### config.mk
export PLATFORM = sky130hd
export DESIGN_NAME = twd_trans_splitter_flat
export DESIGN_NICKNAME = d
export VERILOG_FILES = /design/src/rtl/twd_trans_splitter_if.sv /design/src/rtl/twd_trans_splitter.sv /design/src/flat_wrapper.sv
export SDC_FILE = /design/constraint.sdc
export NUM_CORES = 1
export LEC_CHECK = 0
export ABC_AREA = 0
export BUFFER_PORTS_ARGS = -buffer_cell sky130_fd_sc_hd__buf_2
export CORE_MARGIN = 2
export CORE_UTILIZATION = 56
export CTS_CLUSTER_DIAMETER = 200
export DETAILED_ROUTE_END_ITERATION = 10
export PLACE_DENSITY_LB_ADDON = 0.08
export SYNTH_ARGS = -nofsm -noshare
export SYNTH_HDL_FRONTEND = slang
export SYNTH_SLANG_ARGS = --single-unit
### constraint.sdc
create_clock -name clk_i -period 4.7 [get_ports clk_i]
set_clock_uncertainty 0.1 [all_clocks]
set_input_delay 0.235 -clock clk_i [delete_from_list [all_inputs] [get_ports clk_i]]
set_output_delay 0.235 -clock clk_i [all_outputs]
set_load 0.05 [all_outputs]
### src/rtl/twd_trans_splitter_if.sv
// Bundle between a 2D transaction splitter, its descriptor source, its row-parameter queue and its row sink.
// Signal suffixes are named from the splitter's point of view.
interface twd_trans_splitter_if #(
  parameter int ADDR_WIDTH          = 32,
  parameter int LEN_WIDTH           = 16,
  parameter int TWD_COUNT_WIDTH     = 16,
  parameter int TWD_STRIDE_WIDTH    = 16,
  parameter int TWD_QUEUE_ADD_WIDTH = 2,
  parameter int TWD_QUEUE_WIDTH     = TWD_COUNT_WIDTH + TWD_STRIDE_WIDTH
);
  logic                           in_req_i;
  logic                           in_gnt_o;
  logic [ADDR_WIDTH-1:0]          in_add_i;
  logic [LEN_WIDTH-1:0]           in_len_i;
  logic                           in_twd_i;
  logic [TWD_QUEUE_ADD_WIDTH-1:0] in_twd_add_i;
  logic                           twd_rd_req_o;
  logic [TWD_QUEUE_ADD_WIDTH-1:0] twd_rd_add_o;
  logic [TWD_QUEUE_WIDTH-1:0]     twd_rd_dat_i;
  logic                           out_req_o;
  logic                           out_gnt_i;
  logic [ADDR_WIDTH-1:0]          out_add_o;
  logic [LEN_WIDTH-1:0]           out_len_o;
  logic                           out_last_o;
  logic                           busy_o;

  modport slave (
    input  in_req_i, in_add_i, in_len_i, in_twd_i, in_twd_add_i,
    input  twd_rd_dat_i, out_gnt_i,
    output in_gnt_o, twd_rd_req_o, twd_rd_add_o,
    output out_req_o, out_add_o, out_len_o, out_last_o, busy_o
  );

  modport master (
    output in_req_i, in_add_i, in_len_i, in_twd_i, in_twd_add_i,
    output twd_rd_dat_i, out_gnt_i,
    input  in_gnt_o, twd_rd_req_o, twd_rd_add_o,
    input  out_req_o, out_add_o, out_len_o, out_last_o, busy_o
  );
endinterface

### src/rtl/twd_trans_splitter.sv
// Splits a (possibly 2D) transaction descriptor into a sequence of 1D row transactions,
// fetching count/stride from the 2D queue slot (which frees it) for 2D transactions.
module twd_trans_splitter #(
  parameter int ADDR_WIDTH          = 32,
  parameter int LEN_WIDTH           = 16,
  parameter int TWD_COUNT_WIDTH     = 16,
  parameter int TWD_STRIDE_WIDTH    = 16,
  parameter int TWD_QUEUE_ADD_WIDTH = 2,
  parameter int TWD_QUEUE_WIDTH     = TWD_COUNT_WIDTH + TWD_STRIDE_WIDTH
) (
  input  logic clk_i,
  input  logic rst_i,
  twd_trans_splitter_if.slave bus
);

  typedef enum logic [1:0] {ST_IDLE, ST_FETCH, ST_SPLIT} state_t;

  state_t                         r_state;
  state_t                         w_state_next;
  logic [ADDR_WIDTH-1:0]          r_cur_add;
  logic [ADDR_WIDTH-1:0]          r_stride;
  logic [LEN_WIDTH-1:0]           r_rem;
  logic [LEN_WIDTH-1:0]           r_row_len;
  logic [TWD_QUEUE_ADD_WIDTH-1:0] r_slot;
  logic                           r_drop;

  logic                           w_in_hs;
  logic                           w_row_gnt;
  logic [LEN_WIDTH-1:0]           w_out_len;
  logic                           w_out_last;
  logic [TWD_COUNT_WIDTH-1:0]     w_count;
  logic [TWD_STRIDE_WIDTH-1:0]    w_stride_q;

  assign w_count    = bus.twd_rd_dat_i[TWD_COUNT_WIDTH-1:0];
  assign w_stride_q = bus.twd_rd_dat_i[TWD_QUEUE_WIDTH-1:TWD_COUNT_WIDTH];
  assign w_in_hs    = bus.in_req_i && (r_state == ST_IDLE);
  assign w_row_gnt  = (r_state == ST_SPLIT) && bus.out_gnt_i;
  assign w_out_len  = (r_row_len < r_rem) ? r_row_len : r_rem;
  assign w_out_last = (r_rem <= r_row_len);

  always_ff @(posedge clk_i or posedge rst_i) begin
    if (rst_i) r_state <= ST_IDLE;
    else       r_state <= w_state_next;
  end

  always_comb begin
    w_state_next = r_state;
    case (r_state)
      ST_IDLE: begin
        if (w_in_hs) begin
          // A zero-length 2D descriptor still visits FETCH so its slot is released.
          if (bus.in_twd_i)           w_state_next = ST_FETCH;
          else if (bus.in_len_i != '0) w_state_next = ST_SPLIT;
        end
      end
      ST_FETCH: w_state_next = r_drop ? ST_IDLE : ST_SPLIT;
      ST_SPLIT: if (w_row_gnt && w_out_last) w_state_next = ST_IDLE;
      default:  w_state_next = ST_IDLE;
    endcase
  end

  always_comb begin
    bus.in_gnt_o     = 1'b0;
    bus.twd_rd_req_o = 1'b0;
    bus.twd_rd_add_o = '0;
    bus.out_req_o    = 1'b0;
    bus.out_add_o    = '0;
    bus.out_len_o    = '0;
    bus.out_last_o   = 1'b0;
    bus.busy_o       = 1'b0;
    case (r_state)
      ST_IDLE:  bus.in_gnt_o = !rst_i;
      ST_FETCH: begin
        bus.twd_rd_req_o = 1'b1;
        bus.twd_rd_add_o = r_slot;
        bus.busy_o       = 1'b1;
      end
      ST_SPLIT: begin
        bus.out_req_o  = 1'b1;
        bus.out_add_o  = r_cur_add;
        bus.out_len_o  = w_out_len;
        bus.out_last_o = w_out_last;
        bus.busy_o     = 1'b1;
      end
      default: ;
    endcase
  end

  always_ff @(posedge clk_i or posedge rst_i) begin
    if (rst_i) begin
      r_cur_add <= '0;
      r_stride  <= '0;
      r_rem     <= '0;
      r_row_len <= '0;
      r_slot    <= '0;
      r_drop    <= 1'b0;
    end else begin
      if (w_in_hs) begin
        r_cur_add <= bus.in_add_i;
        r_rem     <= bus.in_len_i;
        r_row_len <= bus.in_len_i;
        r_stride  <= '0;
        r_slot    <= bus.in_twd_add_i;
        r_drop    <= (bus.in_len_i == '0);
      end
      if (r_state == ST_FETCH) begin
        // count==0 means "one row covering everything" rather than an endless zero-length loop.
        r_row_len <= (w_count == '0) ? r_rem : LEN_WIDTH'(w_count);
        r_stride  <= ADDR_WIDTH'(w_stride_q);
      end
      if (w_row_gnt) begin
        r_cur_add <= r_cur_add + ADDR_WIDTH'(r_row_len) + r_stride;
        r_rem     <= r_rem - w_out_len;
      end
    end
  end

endmodule

### src/flat_wrapper.sv
// flat-port wrapper written by rule: the top's interface ports become plain ports
module twd_trans_splitter_flat 
#(
  parameter int ADDR_WIDTH          = 32,
  parameter int LEN_WIDTH           = 16,
  parameter int TWD_COUNT_WIDTH     = 16,
  parameter int TWD_STRIDE_WIDTH    = 16,
  parameter int TWD_QUEUE_ADD_WIDTH = 2,
  parameter int TWD_QUEUE_WIDTH     = TWD_COUNT_WIDTH + TWD_STRIDE_WIDTH
)
  (clk_i, rst_i, bus_in_req_i, bus_in_add_i, bus_in_len_i, bus_in_twd_i, bus_in_twd_add_i, bus_twd_rd_dat_i, bus_out_gnt_i, bus_in_gnt_o, bus_twd_rd_req_o, bus_twd_rd_add_o, bus_out_req_o, bus_out_add_o, bus_out_len_o, bus_out_last_o, bus_busy_o);
  twd_trans_splitter_if #(.ADDR_WIDTH(ADDR_WIDTH), .LEN_WIDTH(LEN_WIDTH), .TWD_COUNT_WIDTH(TWD_COUNT_WIDTH), .TWD_STRIDE_WIDTH(TWD_STRIDE_WIDTH), .TWD_QUEUE_ADD_WIDTH(TWD_QUEUE_ADD_WIDTH), .TWD_QUEUE_WIDTH(TWD_QUEUE_WIDTH)) bus_i ();
  input  logic clk_i;
  input  logic rst_i;
  input wire logic [$bits(bus_i.in_req_i)-1:0] bus_in_req_i;
  input wire logic [$bits(bus_i.in_add_i)-1:0] bus_in_add_i;
  input wire logic [$bits(bus_i.in_len_i)-1:0] bus_in_len_i;
  input wire logic [$bits(bus_i.in_twd_i)-1:0] bus_in_twd_i;
  input wire logic [$bits(bus_i.in_twd_add_i)-1:0] bus_in_twd_add_i;
  input wire logic [$bits(bus_i.twd_rd_dat_i)-1:0] bus_twd_rd_dat_i;
  input wire logic [$bits(bus_i.out_gnt_i)-1:0] bus_out_gnt_i;
  output wire logic [$bits(bus_i.in_gnt_o)-1:0] bus_in_gnt_o;
  output wire logic [$bits(bus_i.twd_rd_req_o)-1:0] bus_twd_rd_req_o;
  output wire logic [$bits(bus_i.twd_rd_add_o)-1:0] bus_twd_rd_add_o;
  output wire logic [$bits(bus_i.out_req_o)-1:0] bus_out_req_o;
  output wire logic [$bits(bus_i.out_add_o)-1:0] bus_out_add_o;
  output wire logic [$bits(bus_i.out_len_o)-1:0] bus_out_len_o;
  output wire logic [$bits(bus_i.out_last_o)-1:0] bus_out_last_o;
  output wire logic [$bits(bus_i.busy_o)-1:0] bus_busy_o;
  assign bus_i.in_req_i = bus_in_req_i;
  assign bus_i.in_add_i = bus_in_add_i;
  assign bus_i.in_len_i = bus_in_len_i;
  assign bus_i.in_twd_i = bus_in_twd_i;
  assign bus_i.in_twd_add_i = bus_in_twd_add_i;
  assign bus_i.twd_rd_dat_i = bus_twd_rd_dat_i;
  assign bus_i.out_gnt_i = bus_out_gnt_i;
  assign bus_in_gnt_o = bus_i.in_gnt_o;
  assign bus_twd_rd_req_o = bus_i.twd_rd_req_o;
  assign bus_twd_rd_add_o = bus_i.twd_rd_add_o;
  assign bus_out_req_o = bus_i.out_req_o;
  assign bus_out_add_o = bus_i.out_add_o;
  assign bus_out_len_o = bus_i.out_len_o;
  assign bus_out_last_o = bus_i.out_last_o;
  assign bus_busy_o = bus_i.busy_o;
  twd_trans_splitter #(.ADDR_WIDTH(ADDR_WIDTH), .LEN_WIDTH(LEN_WIDTH), .TWD_COUNT_WIDTH(TWD_COUNT_WIDTH), .TWD_STRIDE_WIDTH(TWD_STRIDE_WIDTH), .TWD_QUEUE_ADD_WIDTH(TWD_QUEUE_ADD_WIDTH), .TWD_QUEUE_WIDTH(TWD_QUEUE_WIDTH)) u_core (.clk_i(clk_i), .rst_i(rst_i), .bus(bus_i));
endmodule
# After elaboration in Yosys (flattened, before gate mapping)
# Index checks and enable logic that the tools add are counted.
[word_totals]
inputBits = 87
reg_bits = 101
output_inout_bits = 55
word_cells = 52
[classes]
order_cmp = 2
n_eq_ne = 5
add_sub_neg = 3
mux = 23
n_reduce_logical = 12
[ops]
columns = ["op", "n"]
rows = [
  ["32-bit 2-to-1 mux", 5],
  ["16-bit 2-to-1 mux", 6],
  ["32-bit by 16-bit adder with 32-bit output", 1],
  ["32-bit adder", 1],
  ["16-bit zero test", 2],
  ["16-bit less-or-equal comparator", 1],
  ["16-bit less-than comparator", 1],
  ["16-bit nonzero test", 1],
  ["16-bit subtractor", 1],
  ["2-bit 2-to-1 mux", 6],
  ["2-bit case mux with 3 select lines", 1],
  ["1-bit 2-to-1 mux", 5],
  ["2-bit nonzero test", 2],
  ["1-bit logical AND", 3],
  ["3-bit != test (second input constant)", 1],
  ["3-bit AND reduction", 1],
  ["2-bit by 1-bit == test with 1-bit output (second input constant)", 1],
  ["2-bit == test (second input constant)", 1],
  ["2-bit zero test", 1],
  ["2-bit by 1-bit != test with 1-bit output (second input constant)", 1],
  ["2-bit != test (second input constant)", 1],
  ["2-bit OR reduction", 1],
  ["1-bit zero test", 1],
]

# Depth between registers and ports, before layout
[depth]
depth_word = 5
depth_mapped = 19
ltp_nobuf = 18

# Least setup slack after synthesis
# OpenSTA, ideal clock, no wires.
[synth_timing]
kind = "register -> register"
start = "register u_core.r_row_len[15]"
end = "register u_core.r_rem[14]"
t_arrival_ns = 3.693
required_time_ns = 4.465
path_stages_with_launch = 18
setup_slack_ns = 0.772
setup_time_ns = 0.135
cell_sequence = "dfrtp_1 ha_1 nand4_1 nor4_1 a21boi_1 nor3_1 buf_2 o21ai_0 ha_1 inv_1 fa_1 a21o_1 a21oi_1 o21ai_0 a311oi_1 o21ai_0 xnor2_1 mux2i_1"
[synth_via]
elab_chain_cells = 4
[synth_lines]
columns = ["element", "line_no", "source"]
rows = [
  ["start: declaration", "twd_trans_splitter.sv:23", "logic [LEN_WIDTH-1:0] r_row_len;"],
  ["start signal: assignment", "twd_trans_splitter.sv:101", "r_row_len <= bus.in_len_i;"],
  ["start signal: assignment", "twd_trans_splitter.sv:108", "r_row_len <= (w_count == '0) ? r_rem : LEN_WIDTH'(w_count);"],
  ["16-bit less-than comparator", "twd_trans_splitter.sv:38", "assign w_out_len = (r_row_len < r_rem) ? r_row_len : r_rem;"],
  ["16-bit 2-to-1 mux", "twd_trans_splitter.sv:38", ""],
  ["16-bit subtractor", "twd_trans_splitter.sv:113", "r_rem <= r_rem - w_out_len;"],
  ["16-bit 2-to-1 mux", "twd_trans_splitter.sv:111", "if (w_row_gnt) begin"],
  ["end signal: assignment", "twd_trans_splitter.sv:100", "r_rem <= bus.in_len_i;"],
  ["end signal: assignment", "twd_trans_splitter.sv:113", ""],
  ["end: declaration", "twd_trans_splitter.sv:22", "logic [LEN_WIDTH-1:0] r_rem;"],
]
# Every way passes these cells.
# A chain may end at the register's enable or synchronous reset.

# Worst setup path in the final report
[layout_timing]
start = "register u_core.r_rem[15]"
end = "register u_core.r_rem[14]"
[layout_via]
elab_chain_cells = 4
[layout_lines]
columns = ["element", "line_no"]
rows = [
  ["16-bit less-than comparator", "twd_trans_splitter.sv:38"],
  ["16-bit 2-to-1 mux", "twd_trans_splitter.sv:38"],
  ["16-bit subtractor", "twd_trans_splitter.sv:113"],
  ["16-bit 2-to-1 mux", "twd_trans_splitter.sv:111"],
]
# Every way passes these cells.

==> reports/metrics.cfg <==
[sta]
fin_crit_sh=0.941
min_period_ns=4.42
worst_pin_slew_ns=1.15
fmax_mhz=226
setup_violations=0
finalSetupTns_ns=0
rsz0062_at_grt=no
hold_viol=0
final-max-slew-violation-count=0
maxSlewHeadroom=0.236
whs_ns=0.00663

[cts]
clock_sinks=85
cts_root_buffer=clkbuf_16
clockBufferDepth=2
cts_buffers=9
insertion_delay_ns=0.35
clk_pin_slew_worst_paths_ns=0.06
cts_tree=yes
cts_max_level=3

[place]
post-dp-hpwl_um=15100
placed_cell_area_um2=7510
io_buffers=141
dp.cells=1031
gp_congestion=0.943

[route]
via_per_inst=6.20
drc=0
wl_per_cell_um=19.6
via_count=6577
wl_um=20800
first_iter_violations=354
firstDrtPassIters=5
ant_nets=0

[worst_setup_path]
start_kind=flip-flop
path_class=reg2reg
crit_fanout=7
cp.required_ns=4.80
crit_arrival_ns=4.53
crit_start=u_core.r_rem[15]
reg2reg_from=u_core.r_rem[15]
worstSetupEndpointType=flip-flop

[synthesis]
ys_ff_latch=85
yosys.cell_types.count=60
synthTopCellsByArea=dfrtp_1 32%, ha_1 9.3%, a21oi_1 6.1%
ys_async_sr_fraction=1.00
yosys-top-cells-count=85 x dfrtp_1, 82 x a21oi_1, 78 x nand2_1
syn_inst=779
synth_nets=934
synth_top_area_share=0.317
syn_area_per_cell_um2=8.62
synth_edf_count=0
synthMostInstantiatedCell=dfrtp_1
synth-seq-area-share=0.317
syn_area_um2=6710
synth_area_leader_cell=dfrtp_1
ys_warn_count=0
ys.flop_type=dfrtp_1

[min_path]
hp-start=bus_twd_rd_dat_i[31]
min_path_type=in2reg

[global_routing]
antenna_found_initial=0
overflow=0
grt_max_degree=86
grt_pass1_wl_um=34100
grt.total_usage=0.336
grt_pass1_vias=6771

[final_layout]
syn_to_final_growth_pct=18.5
final_nets=1068
drive_above_1_share=0.197
diodes=0
fin_cells=1061
final_area_um2=7950

[floorplan]
die_h_um=113
num_io_pins=142
dieWidth_um=113
num_rows=39
die_area_um2=12900
start_util=0.580
core_area_um2=11600

[job]
drv_cap=0

[status]
status=finished clean

==> final timing paths <==
| kind | to | slack, ns | depth (start not counted) |
|---|---|---|---|
| max in group asynchronous | u_core.r_cur_add[11] | 3.61 | 3 |
| worst min register to register | u_core.r_slot[1] | 0.40 | 1 |
| worst min-delay path | u_core.r_stride[15] | 0.007 | 3 |
| worst max register to register | u_core.r_rem[14] | 0.28 | 17 |
| min in group asynchronous | u_core.r_rem[2] | 0.12 | 3 |
| worst max-delay path | u_core.r_rem[14] | 0.28 | 17 |
==> cells by family after synthesis <==
kind of cell               synth area share
AOI/OAI and AO/OA                     0.229
xor gates and xnor gates             0.0274
adders and majority gates             0.147
buffers and inverters                0.0455
DFF                                   0.317
muxes                                0.0468
and+or+nand+nor                       0.188
==> worst max-delay path, stage by stage, from the launching register on <==
cell	delay, ns
dfrtp_1	0.41
inv_1	0.10
ha_1	0.31
nand4_1	0.22
nor4_2	0.36
a21boi_1	0.29
nor3_2	0.15
o21ai_1	0.23
ha_1	0.21
inv_1	0.06
fa_1	0.41
a21o_1	0.17
a21oi_1	0.28
o21ai_0	0.24
a311oi_2	0.34
o21ai_0	0.16
xnor2_1	0.15
mux2i_1	0.08
==> repair_timing <==
action,4_1_cts,5_1_grt
buffers inserted,0,0
hold buffers,14,0
resized for setup,0,3
hold endpoints to repair,14,0
setup endpoints to repair,0,2
==> metrics by stage <==
stage / util / worst slack [ns]
final: 0.688 / 0.276
after global routing: 0.688 / 0.0181
after CTS: 0.687 / 0.187
after detailed placement: 0.650 / 0.228
after global placement: 0.650 / 0.457
after floorplan: - / 0.772
==> cell usage in the layout, fill, tap and decap left out, drive strengths merged, types with 4 or more instances in the layout <==
master and count:
a21oi 83, dfrtp 85, nand4 4, nand2b 4
nor2b 6, and2 43, a21o 9, o21a 5
xnor2 13, and3 24, o22ai 4, a311oi 9
o211ai 4, clkinv 4, a31oi 7, nand2 78
fa 18, nand3 11, inv 38, a211oi 50
nor3 14, ha 50, dlygate4sd3 14, o21ai 45
nor4 11, buf 149, o31ai 4, xor2 8
and4 5, mux2i 28, nor2 47, clkbuf 10
==> registers in the layout, summed over array words and instances, names as in the netlist <==
name	flops
u_core.r_cur_add	32
u_core.r_stride	16
u_core.r_drop	1
u_core.r_row_len	16
u_core.r_rem	16
u_core.r_slot	2
u_core.r_state	2
==> area by class of cell <==
cell class,count,area (um^2)
Clock inverter,6,48.8
Clock buffer,10,239
Inverter,39,148
Fill cell,948,3610
Sequential cell,85,2130
Timing Repair Buffer,163,906
Tap cell,143,179
Multi-Input combinational cell,615,4310
==> per-layer routing <==
metal,part of all wire,GRT usage,routed length [um]
met4,0.052,0.189,1090
met3,0.053,0.0446,1090
met5,0,0,0
met1,0.41,0.413,8520
met2,0.48,0.572,10100
Power is left out: the tool's default activity adds up to more than one toggle a clock period on the data nets, which glitch-free logic cannot reach.
